<file path="src/rtl/eab_pipe.sv">
// Effective-address pipe: base + scaled sign-extended offset, with optional one-level
// indirection through a memory read, and a valid/ready handshake on both ends.
module eab_pipe #(
    parameter int unsigned WIDTH     = 16,
    parameter int unsigned OFF_SHIFT = 1
) (
    input  logic             clk,
    input  logic             rst_n,
    input  logic             in_valid,
    output logic             in_ready,
    input  logic [10:0]      ir_slice,
    input  logic [WIDTH-1:0] base_r,
    input  logic [WIDTH-1:0] pc,
    input  logic             addr1_sel,
    input  logic [1:0]       addr2_sel,
    input  logic             indirect,
    output logic             mem_req,
    output logic [WIDTH-1:0] mem_addr,
    input  logic             mem_ack,
    input  logic [WIDTH-1:0] mem_rdata,
    output logic             out_valid,
    input  logic             out_ready,
    output logic [WIDTH-1:0] ea_out
);

    localparam logic [1:0] StIdle   = 2'd0;
    localparam logic [1:0] StIndReq = 2'd1;
    localparam logic [1:0] StDone   = 2'd2;

    logic [1:0]       state_q, state_d;
    logic [WIDTH-1:0] mem_addr_q, mem_addr_d;
    logic [WIDTH-1:0] ea_q, ea_d;

    logic [WIDTH-1:0] off_ext;
    logic [WIDTH-1:0] off_shl;
    logic [WIDTH-1:0] base_sel;
    logic [WIDTH-1:0] sum;

    always_comb begin
        off_ext = '0;
        unique case (addr2_sel)
            2'd0: off_ext = '0;
            2'd1: off_ext = {{(WIDTH-6){ir_slice[5]}}, ir_slice[5:0]};
            2'd2: off_ext = {{(WIDTH-9){ir_slice[8]}}, ir_slice[8:0]};
            2'd3: off_ext = {{(WIDTH-11){ir_slice[10]}}, ir_slice[10:0]};
            default: off_ext = '0;
        endcase
    end

    // Carry out of the add is intentionally dropped: addresses wrap.
    assign off_shl  = off_ext << OFF_SHIFT;
    assign base_sel = addr1_sel ? base_r : pc;
    assign sum      = base_sel + off_shl;

    always_comb begin
        state_d    = state_q;
        mem_addr_d = mem_addr_q;
        ea_d       = ea_q;
        unique case (state_q)
            StIdle: begin
                if (in_valid) begin
                    if (indirect) begin
                        mem_addr_d = sum;
                        state_d    = StIndReq;
                    end else begin
                        ea_d    = sum;
                        state_d = StDone;
                    end
                end
            end
            StIndReq: begin
                if (mem_ack) begin
                    ea_d    = mem_rdata;
                    state_d = StDone;
                end
            end
            StDone: begin
                if (out_ready) state_d = StIdle;
            end
            default: state_d = StIdle;
        endcase
    end

    always_ff @(posedge clk or negedge rst_n) begin
        if (!rst_n) begin
            state_q    <= StIdle;
            mem_addr_q <= '0;
            ea_q       <= '0;
        end else begin
            state_q    <= state_d;
            mem_addr_q <= mem_addr_d;
            ea_q       <= ea_d;
        end
    end

    assign in_ready  = (state_q == StIdle);
    assign mem_req   = (state_q == StIndReq);
    assign out_valid = (state_q == StDone);
    assign mem_addr  = mem_addr_q;
    assign ea_out    = ea_q;

endmodule

</file>
<file path="config.mk">
export PLATFORM = sky130hd
export DESIGN_NAME = eab_pipe
export DESIGN_NICKNAME = d
export VERILOG_FILES = /design/src/rtl/eab_pipe.sv
export SDC_FILE = /design/constraint.sdc
export NUM_CORES = 1
export LEC_CHECK = 0
export BUFFER_PORTS_ARGS = -buffer_cell sky130_fd_sc_hd__buf_2
export CORE_UTILIZATION = 40
export DETAILED_ROUTE_END_ITERATION = 7
export MAX_ROUTING_LAYER = met4
export PLACE_DENSITY = 0.69
export SYNTH_ARGS = -nofsm -noshare
export SYNTH_HDL_FRONTEND = slang
export SYNTH_SLANG_ARGS = --single-unit
</file>
<file path="constraint.sdc">
create_clock -name clk -period 1.8 [get_ports clk]
set_input_delay 0.36 -clock clk [delete_from_list [all_inputs] [get_ports clk]]
set_output_delay 0.36 -clock clk [all_outputs]
set_load 0.005 [all_outputs]
</file>
After elaboration in Yosys (flattened, before gate mapping)
Cells that the tools add are included.
W data, S select, Z words.
{"block": "totals", "register_bits": 34, "wordCells": 30}
{"block": "classes", "n_addsub": 1, "n_eq_ne": 9, "n_mux": 11, "reduce_logical": 6}
{"op": "$mux W16", "count": 4}
{"op": "$pmux W15 S4", "count": 1}
{"op": "$pmux W16 S2", "count": 1}
{"op": "$add A16 B16 Y16", "count": 1}
{"op": "$mux W2", "count": 4}
{"op": "$eq A2 B2 Y1 const B", "count": 3}
{"op": "$pmux W2 S3", "count": 1}
{"op": "$reduce_and A3 Y1", "count": 2}
{"op": "$eq A2 B1 Y1 const B", "count": 2}
{"op": "$logic_not A2 Y1", "count": 2}
{"op": "$ne A2 B1 Y1 const B", "count": 2}
{"op": "$ne A2 B2 Y1 const B", "count": 2}
{"op": "$reduce_and A4 Y1", "count": 1}
{"op": "$reduce_bool A2 Y1", "count": 1}

Longest topological paths before layout
Gate-level depths: netlist (run 1).
{"block": "logic_depth", "word_depth": 6, "depth_mapped": 12}

Worst setup path after synthesis (run 1)
OpenSTA, ideal clock, no wires.
{"block": "synth_timing", "path_type": "input port to flip-flop", "start": "input addr1_sel", "end": "register ea_q[9] (netlist: ea_out[9])", "setup_time_ns": 0.127, "arrival_time_ns": 2.748, "required_ns": 1.673, "setup_slack_ns": -1.075, "stages": 12, "path_buffers": 2, "path_cell_list": "clkbuf_1 > buf_1 > mux2_2 > ha_1 > inv_1 > fa_1 > nor2b_1 > o31a_1 > o22a_1 > a31oi_1 > xor2_1 > o22ai_1"}
{"block": "synth_between", "elab_chain_cells": 5}
{"element": "start, declared", "line_no": "14", "text": "input logic addr1_sel,"}
{"element": "$mux W16", "line_no": "52", "text": "assign base_sel = addr1_sel ? base_r : pc;"}
{"element": "$add A16 B16 Y16", "line_no": "53", "text": "assign sum = base_sel + off_shl;"}
{"element": "$mux W16", "line_no": "62", "text": "if (indirect) begin"}
{"element": "$mux W16", "line_no": "61", "text": "if (in_valid) begin"}
{"element": "$pmux W16 S2", "line_no": "59", "text": "unique case (state_q)"}
{"element": "end signal, assigned", "line_no": "88", "text": "ea_q <= '0;"}
{"element": "end signal, assigned", "line_no": "92", "text": "ea_q <= ea_d;"}
{"element": "end, declared", "line_no": "32", "text": "logic [WIDTH-1:0] ea_q, ea_d;"}
No other way between the ends. The select of a mux whose other input is x is not followed.
A chain may end at the register's enable or synchronous reset.

Worst setup path in the final report (run 1)
Same ends and word-level chain as after synthesis.

==> flow_summary_export.csv, run 1 <==
group,metric,value,unit
status,status,"finished, violations left",
status,violations,"setup timing",
power_and_ir_drop,p_per_area,1007,mW/mm^2
setup_path,crit_slowest_cell,"mux2_4",
logic_synthesis,yosysTopAreaCellShare,0.3660,
die,placementRows,27,
sta,fmax,475.1,MHz
setup_path,crit_buf_inv,2,
clock_network,cts_buffers,5,
logic_synthesis,ys_seq_elements,34,
placement,dp_hpwl,4929,um
logic_synthesis,synthXorXnorAreaFrac,0.04898,
setup_path,worstPathCellList,"buf_12 > mux2_4 > ha_4 > inv_2 > fa_2 > nor2b_2 > o31a_1 > o22a_1 > a31oi_1 > xor2_1 > o22ai_1",
logic_synthesis,yosys.cell_types.count,42,
sta,slew-limit-headroom,0.5024,
logic_synthesis,syn_nets,349,
layout,syn_to_final_growth,65.77,%
setup_path,rr_endpoint,"ea_out[13]",
logic_synthesis,ys.warnings.count,0,
logic_synthesis,synth-seq-area-share,0.3660,
setup_path,end_kind,"flip-flop",
die,die_h,78.24,um
die,dieArea,0.006121,mm^2
logic_synthesis,synth_top_area_cell,"dfrtp_1",
clock_network,cts_root_buffer,"clkbuf_8",
layout,finalNonFillerCells,480,
drt,drt_iter0_markers,107,
logic_synthesis,synth_area,0.002325,mm^2
logic_synthesis,async_flop_share,1.000,
setup_path,ff2ff_path_depth,6,
logic_synthesis,synth_mux_area_frac,0.1087,
power_and_ir_drop,ir_drop,0.4881,mV
logic_synthesis,synth_top_family_by_area,"compound AO/OA/AOI/OAI gates",
global_route,gr-total-overflow,0,
layout,n_antenna_cell,0,
logic_synthesis,synth_edf_count,0,
clock_network,clk_path_buf_depth,2,
placement,dpl.cell_count,468,
clock_network,clkTransAtPathRegs,0.07,ns
power_and_ir_drop,leakagePower,1.892,nW
die,core,0.005540,mm^2
drt,firstDrtPassIters,4,
drt,wl,6924,um
clock_network,cts_tree,"done",
global_route,grt_first_pass_wirelength,11280,um
sta,setup_ws,-0.3050,ns
sta,tns,-4.166,ns
setup_path,critPathMaxFanout,7,
clock_network,htree_levels,2,
global_route,antenna_found_initial,0,
clock_network,clk_latency,0.28,ns
layout,final_common_cell,"buf_2",
setup_path,r2r_setup_slack,0.30,ns
layout,final_cell_mix,"buf_2 (98), buf_4 (40), nand2_1 (34), dfrtp_1 (33), nor2_1 (16)",
logic_synthesis,yosys-top-cells-area,"dfrtp_1 (37%), mux2_2 (8.7%), ha_1 (7.5%)",
global_route,grt_usage,0.2367,
layout,nets,492,
setup_path,cp.depth,11,
die,io_pins,103,
sta,finalHoldViolCount,0,
worst_hold_path,min_path_type,"in2async",
clock_network,holdBufCountCts,0,
global_route,grt_start_max_net_pins,35,
logic_synthesis,syn_inst,266,
drt,routedWlPerCell,14.43,um
drt,drc_errors,0,
drt,ant_nets,0,
setup_path,reg2reg_from,"state_q[0]",
die,die_w,78.24,um
layout,drive_gt1_frac,0.5784,
setup_path,crit_start,"addr1_sel",
logic_synthesis,synth_compound_area_frac,0.1916,
sta,slew_violations,0,
sta,setup_viol,21,
global_route,grt_pass1_vias,2411,
placement,gp_congestion,0.9119,
setup_path,critPathArrivalTime,2.26,ns
drt,via_per_inst,5.150,
setup_path,cpLargestDelayFamily,"compound AO/OA/AOI/OAI gates",
logic_synthesis,synth.avg_cell_area,8.740,um^2
flow_run,cap_violations,0,
setup_path,critPathMaxStageDelay,0.30,ns
sta,timing.hold.ws,0.1367,ns
setup_path,crit_end,"ea_out[9]",
sta,rsz0062_at_grt,"true",
placement,placement.io_buffers,102,
sta,layout_min_cycle_time,2.105,ns
logic_synthesis,synthAdderAreaFrac,0.08396,
sta,fin_crit_sh,1.169,
logic_synthesis,synth_ff_type,"dfrtp_1",
sta,fin_worst_skew,0.005085,ns
drt,vias,2472,
clock_network,cts_sinks,34,
logic_synthesis,synth_simple_gate_area_frac,0.1674,
setup_path,worstPathRequired,1.96,ns
setup_path,critical_path_class,"in2reg",
sta,worst_pin_slew,0.7464,ns
setup_path,start_kind,"input pin",
die,start_util,0.4196,
-- stage by stage --
step / setup WS (ns) / util / cell area (um^2) / power [mW]
3_5_place_dp: -0.7936 / 0.5854 / 3243 / 3.039
5_1_grt: -0.3554 / 0.6956 / 3854 / 4.163
2_1_floorplan: -0.6497 / - / 2415 / 2.232
4_1_cts: -0.2838 / 0.6644 / 3681 / 3.752
6_report: -0.3050 / 0.6956 / 3854 / 3.881
3_3_place_gp: -0.7435 / 0.5854 / 3243 / 2.985
-- logic make-up (layout without fill, tap and decap cells) --
group                    count (synthesis)  count (layout)
AO/OA/AOI/OAI                           76              76
multiplexers                            23              23
AND/OR/NAND/NOR                         85              85
buffers and inverters                   20             162
adder cells (fa/ha/maj)                 15              15
flip-flops                              34              34
XOR/XNOR                                13              13
-- metal layers --
layer  GRT usage  part of all wire
met5           -                 0
met2      0.4035              0.49
met3     0.02674             0.043
met1      0.2915              0.44
met4     0.07963             0.024
-- Yosys cell counts (2+ instances only) --
cell,n
nand2_1,36
or3_1,2
xor2_1,6
clkbuf_1,9
a21o_1,6
nor3_1,2
o22ai_1,6
a21oi_1,22
o21ai_0,26
xnor2_1,7
nand3_1,8
and3_1,2
ha_1,14
mux2i_1,5
nor2b_1,9
mux2_2,18
nor2_1,20
buf_2,2
dfrtp_1,34
a31oi_1,2
o211ai_1,2
a21boi_0,2
inv_1,7
-- registers in the layout, indices dropped and copies added, names as in the netlist --
| name | count |
|---|---|
| ea_out | 16 |
| state_q | 2 |
| mem_addr | 16 |
-- cell type report --
| cell class | instances | area [um^2] |
|---|---|---|
| clock buffers | 6 | 82.58 |
| fillers | 445 | 1687 |
| inverters | 8 | 30.03 |
| multi-input cells | 212 | 1869 |
| flip-flops and latches | 34 | 852.1 |
| well taps | 72 | 90.09 |
| repair buffers | 148 | 929.6 |
-- power by group --
group / switching (mW) / internal (mW) / total, mW / leakage, nW
clock: 0.256 / 0.295 / 0.551 / 0.0431
combinational: 0.965 / 1.03 / 2.00 / 1.44
sequential: 0.206 / 1.13 / 1.33 / 0.411
total: 1.43 / 2.45 / 3.88 / 1.89
-- how the worst min path moves through the flow --
| stage | to | cells after the start |
|---|---|---|
| final | mem_addr[1] | 1 |
| after detailed placement | mem_addr[1] | 1 |
| after global placement | ea_out[0] | 2 |
| after CTS | mem_addr[1] | 1 |
| after floorplan | ea_out[0] | 0 |
| after global routing | mem_addr[1] | 1 |
-- repair_timing --
item,4_1_cts,5_1_grt
resized for setup,66,31
pin swaps,36,19
setup buffers,5,2
endpoints found under the setup margin,24,25
Power figures use the tool's default switching activity.
==> run 2: changes to the inputs <==
--- a/config.mk
+++ b/config.mk
@@ -5,11 +5,12 @@
 export SDC_FILE = /design/constraint.sdc
 export NUM_CORES = 1
 export LEC_CHECK = 0
+export ABC_AREA = 1
 export BUFFER_PORTS_ARGS = -buffer_cell sky130_fd_sc_hd__buf_2
 export CORE_UTILIZATION = 40
 export DETAILED_ROUTE_END_ITERATION = 7
 export MAX_ROUTING_LAYER = met4
-export PLACE_DENSITY = 0.69
+export PLACE_DENSITY = 0.68
 export SYNTH_ARGS = -nofsm -noshare
 export SYNTH_HDL_FRONTEND = slang
 export SYNTH_SLANG_ARGS = --single-unit
==> flow_summary_export.csv, run 2 <==
group,metric,value,unit
placement,placement.io_buffers,102,
setup_path,crit_slowest_cell,"ha_4",
logic_synthesis,ys.warnings.count,0,
logic_synthesis,synth-seq-area-share,0.3191,
layout,final_common_cell,"nand2_1",
logic_synthesis,synth_most_common_cell,"nand2_1",
die,io_pins,103,
clock_network,cts_sinks,34,
logic_synthesis,synth_mux_area_frac,0.05913,
die,dieArea,0.006996,mm^2
logic_synthesis,synth.avg_cell_area,6.551,um^2
logic_synthesis,synth_simple_gate_area_frac,0.3641,
logic_synthesis,synth_ff_type,"dfrtp_1",
global_route,grt_start_max_net_pins,35,
layout,nFillCells,579,
die,start_util,0.4175,
layout,nets,624,
logic_synthesis,syn_nets,490,
setup_path,critical_path_class,"in2reg",
die,placementRows,29,
drt,vias,2963,
setup_path,worstPathRequired,1.97,ns
logic_synthesis,ys_seq_elements,34,
flow_run,cap_violations,0,
sta,fin_worst_skew,0.002872,ns
drt,via_per_inst,4.787,
setup_path,crit_buf_inv,3,
placement,place_area,0.003632,mm^2
power_and_ir_drop,leakagePower,2.320,nW
setup_path,critPathArrivalTime,1.90,ns
logic_synthesis,synth_compound_area_frac,0.06288,
setup_path,worstPathCellList,"buf_6 > nor2_4 > buf_6 > nor2_2 > ha_4 > nand2_2 > inv_1 > nand2_2 > nand2_2 > a21oi_4 > xor2_2 > nand2_1 > nand2_1 > nand2_1",
layout,final_cell_mix,"nand2_1 (128), buf_2 (99), inv_1 (49), nand2_2 (40), dfrtp_1 (34)",
worst_hold_path,min_path_type,"in2async",
placement,gp_congestion,0.8586,
drt,drc_errors,0,
global_route,grt_first_pass_wirelength,12370,um
power_and_ir_drop,ir_drop,0.7966,mV
setup_path,r2r_setup_slack,0.26,ns
sta,finalHoldViolCount,0,
clock_network,cts_root_buffer,"clkbuf_8",
sta,setup_viol,0,
power_and_ir_drop,finalPower,4.332,mW
global_route,grt_usage,0.2199,
drt,ant_nets,0,
global_route,gr-total-overflow,0,
clock_network,clk_latency,0.28,ns
setup_path,critPathMaxFanout,6,
logic_synthesis,yosys-top-cells-area,"dfrtp_1 (32%), nand2_1 (24%), inv_1 (7.6%)",
logic_synthesis,synth_area,0.002666,mm^2
global_route,antenna_found_initial,0,
sta,worst_pin_slew,0.4974,ns
logic_synthesis,yosys.cell_types.count,32,
sta,fmax,578.0,MHz
logic_synthesis,synth_edf_count,0,
logic_synthesis,synthXorXnorAreaFrac,0.01971,
placement,dp_slack,-0.5705,ns
setup_path,critPathMaxStageDelay,0.25,ns
sta,layout_min_cycle_time,1.730,ns
status,status,"complete, no violations",
drt,wl,7521,um
logic_synthesis,syn_inst,407,
layout,drive_gt1_frac,0.4742,
sta,fin_crit_sh,0.9611,
drt,routedWlPerCell,12.15,um
sta,setup_ws,0.06994,ns
die,die_h,83.65,um
layout,regArea,850.8,um^2
clock_network,clkTransAtPathRegs,0.07,ns
die,core,0.006386,mm^2
logic_synthesis,synthTopCellsByCount,"nand2_1 (170), inv_1 (54), nor2_1 (40), dfrtp_1 (34), nand3_1 (19)",
drt,firstDrtPassIters,4,
logic_synthesis,async_flop_share,1.000,
clock_network,clk_path_buf_depth,2,
logic_synthesis,synth_top_area_cell,"dfrtp_1",
drt,drt_iter0_markers,106,
layout,multi_input_area,0.002042,mm^2
layout,n_antenna_cell,0,
global_route,grt_pass1_vias,2868,
placement,dp_hpwl,5715,um
layout,final_core_util,0.6479,
setup_path,cpLargestDelayFamily,"simple AND/OR/NAND/NOR gates",
logic_synthesis,synthAdderAreaFrac,0.07321,
power_and_ir_drop,p_per_area,1047,mW/mm^2
clock_network,cts_buffers,5,
setup_path,end_kind,"flip-flop",
layout,syn_to_final_growth,55.19,%
setup_path,start_kind,"input pin",
die,die_w,83.65,um
clock_network,cts_tree,"done",
logic_synthesis,yosysTopAreaCellShare,0.3191,
sta,slew_violations,0,
clock_network,htree_levels,2,
sta,slew-limit-headroom,0.6681,
layout,postLayoutCellArea,0.004138,mm^2
logic_synthesis,synth_top_family_by_area,"simple AND/OR/NAND/NOR gates",
-- run 2: worst reg2reg max path, delay by kind of cell, from the launching register on --
family / cells / cell delay [ns]
buffers and inverters: 2 / 0.59
and+or+nand+nor: 4 / 0.41
DFF: 1 / 0.44
-- run 2: area by class of cell --
class                      count  share of cell area
tap                           77             0.02328
inverter                      57             0.05231
sequential                    34              0.2056
clock buffer                   7             0.01845
multi-input combinational    307              0.4935
clock inverter                 1            0.007257
timing repair buffer         136              0.1996
-- run 2: routing by layer --
| metal | part of all wire | vias up | global-route usage |
|---|---|---|---|
| met2 | 0.51 | 66 | 0.3858 |
| met5 | 0 | - | - |
| met1 | 0.45 | 1364 | 0.2735 |
| li1 | - | 1528 | - |
| met4 | 0.0041 | 0 | 0.02928 |
| met3 | 0.041 | 5 | 0.03561 |
-- run 2: stage by stage --
stage                      TNS, ns  instances  hold WS [ns]
after floorplan             -2.550        407       0.06441
after global placement      -10.91        604        0.4132
after detailed placement    -11.50        604        0.4210
after CTS                        0        613        0.1153
after global routing      -0.07286        619        0.1413
final                            0        619        0.1003
-- run 2: kinds of logic after synthesis --
logic type	count (synthesis)
simple gates	241
xor+xnor	6
compound gates	31
mux	14
fa+ha+maj	15
flops	34
buf+inv	66
-- run 2: path summary, 6_finish.rpt --
| kind | startpoint | end | cells past startpoint |
|---|---|---|---|
| max in group asynchronous | rst_n | mem_addr[9] | 2 |
| setup / recovery | addr2_sel[0] | ea_out[8] | 14 |
| min in group clk | out_ready | state_q[1] | 2 |
| hold reg to reg | mem_addr[14] | mem_addr[14] | 2 |
| setup reg to reg | state_q[1] | mem_addr[14] | 6 |
| hold / removal | rst_n | ea_out[10] | 2 |
-- run 2: where the power goes --
group	switching (mW)	total, mW	internal [mW]
combinational	1.25	2.29	1.04
sequential	0.223	1.36	1.14
clock	0.266	0.680	0.414
total	1.74	4.33	2.59
-- run 2: what timing repair did --
| item | in CTS | in global routing |
|---|---|---|
| resized for setup | 24 | 74 |
| setup buffers | 1 | 5 |
| endpoints found under the setup margin | 24 | 17 |
| hold buffers | 0 | 0 |
| gates cloned | 0 | 1 |
| pin swaps | 7 | 29 |
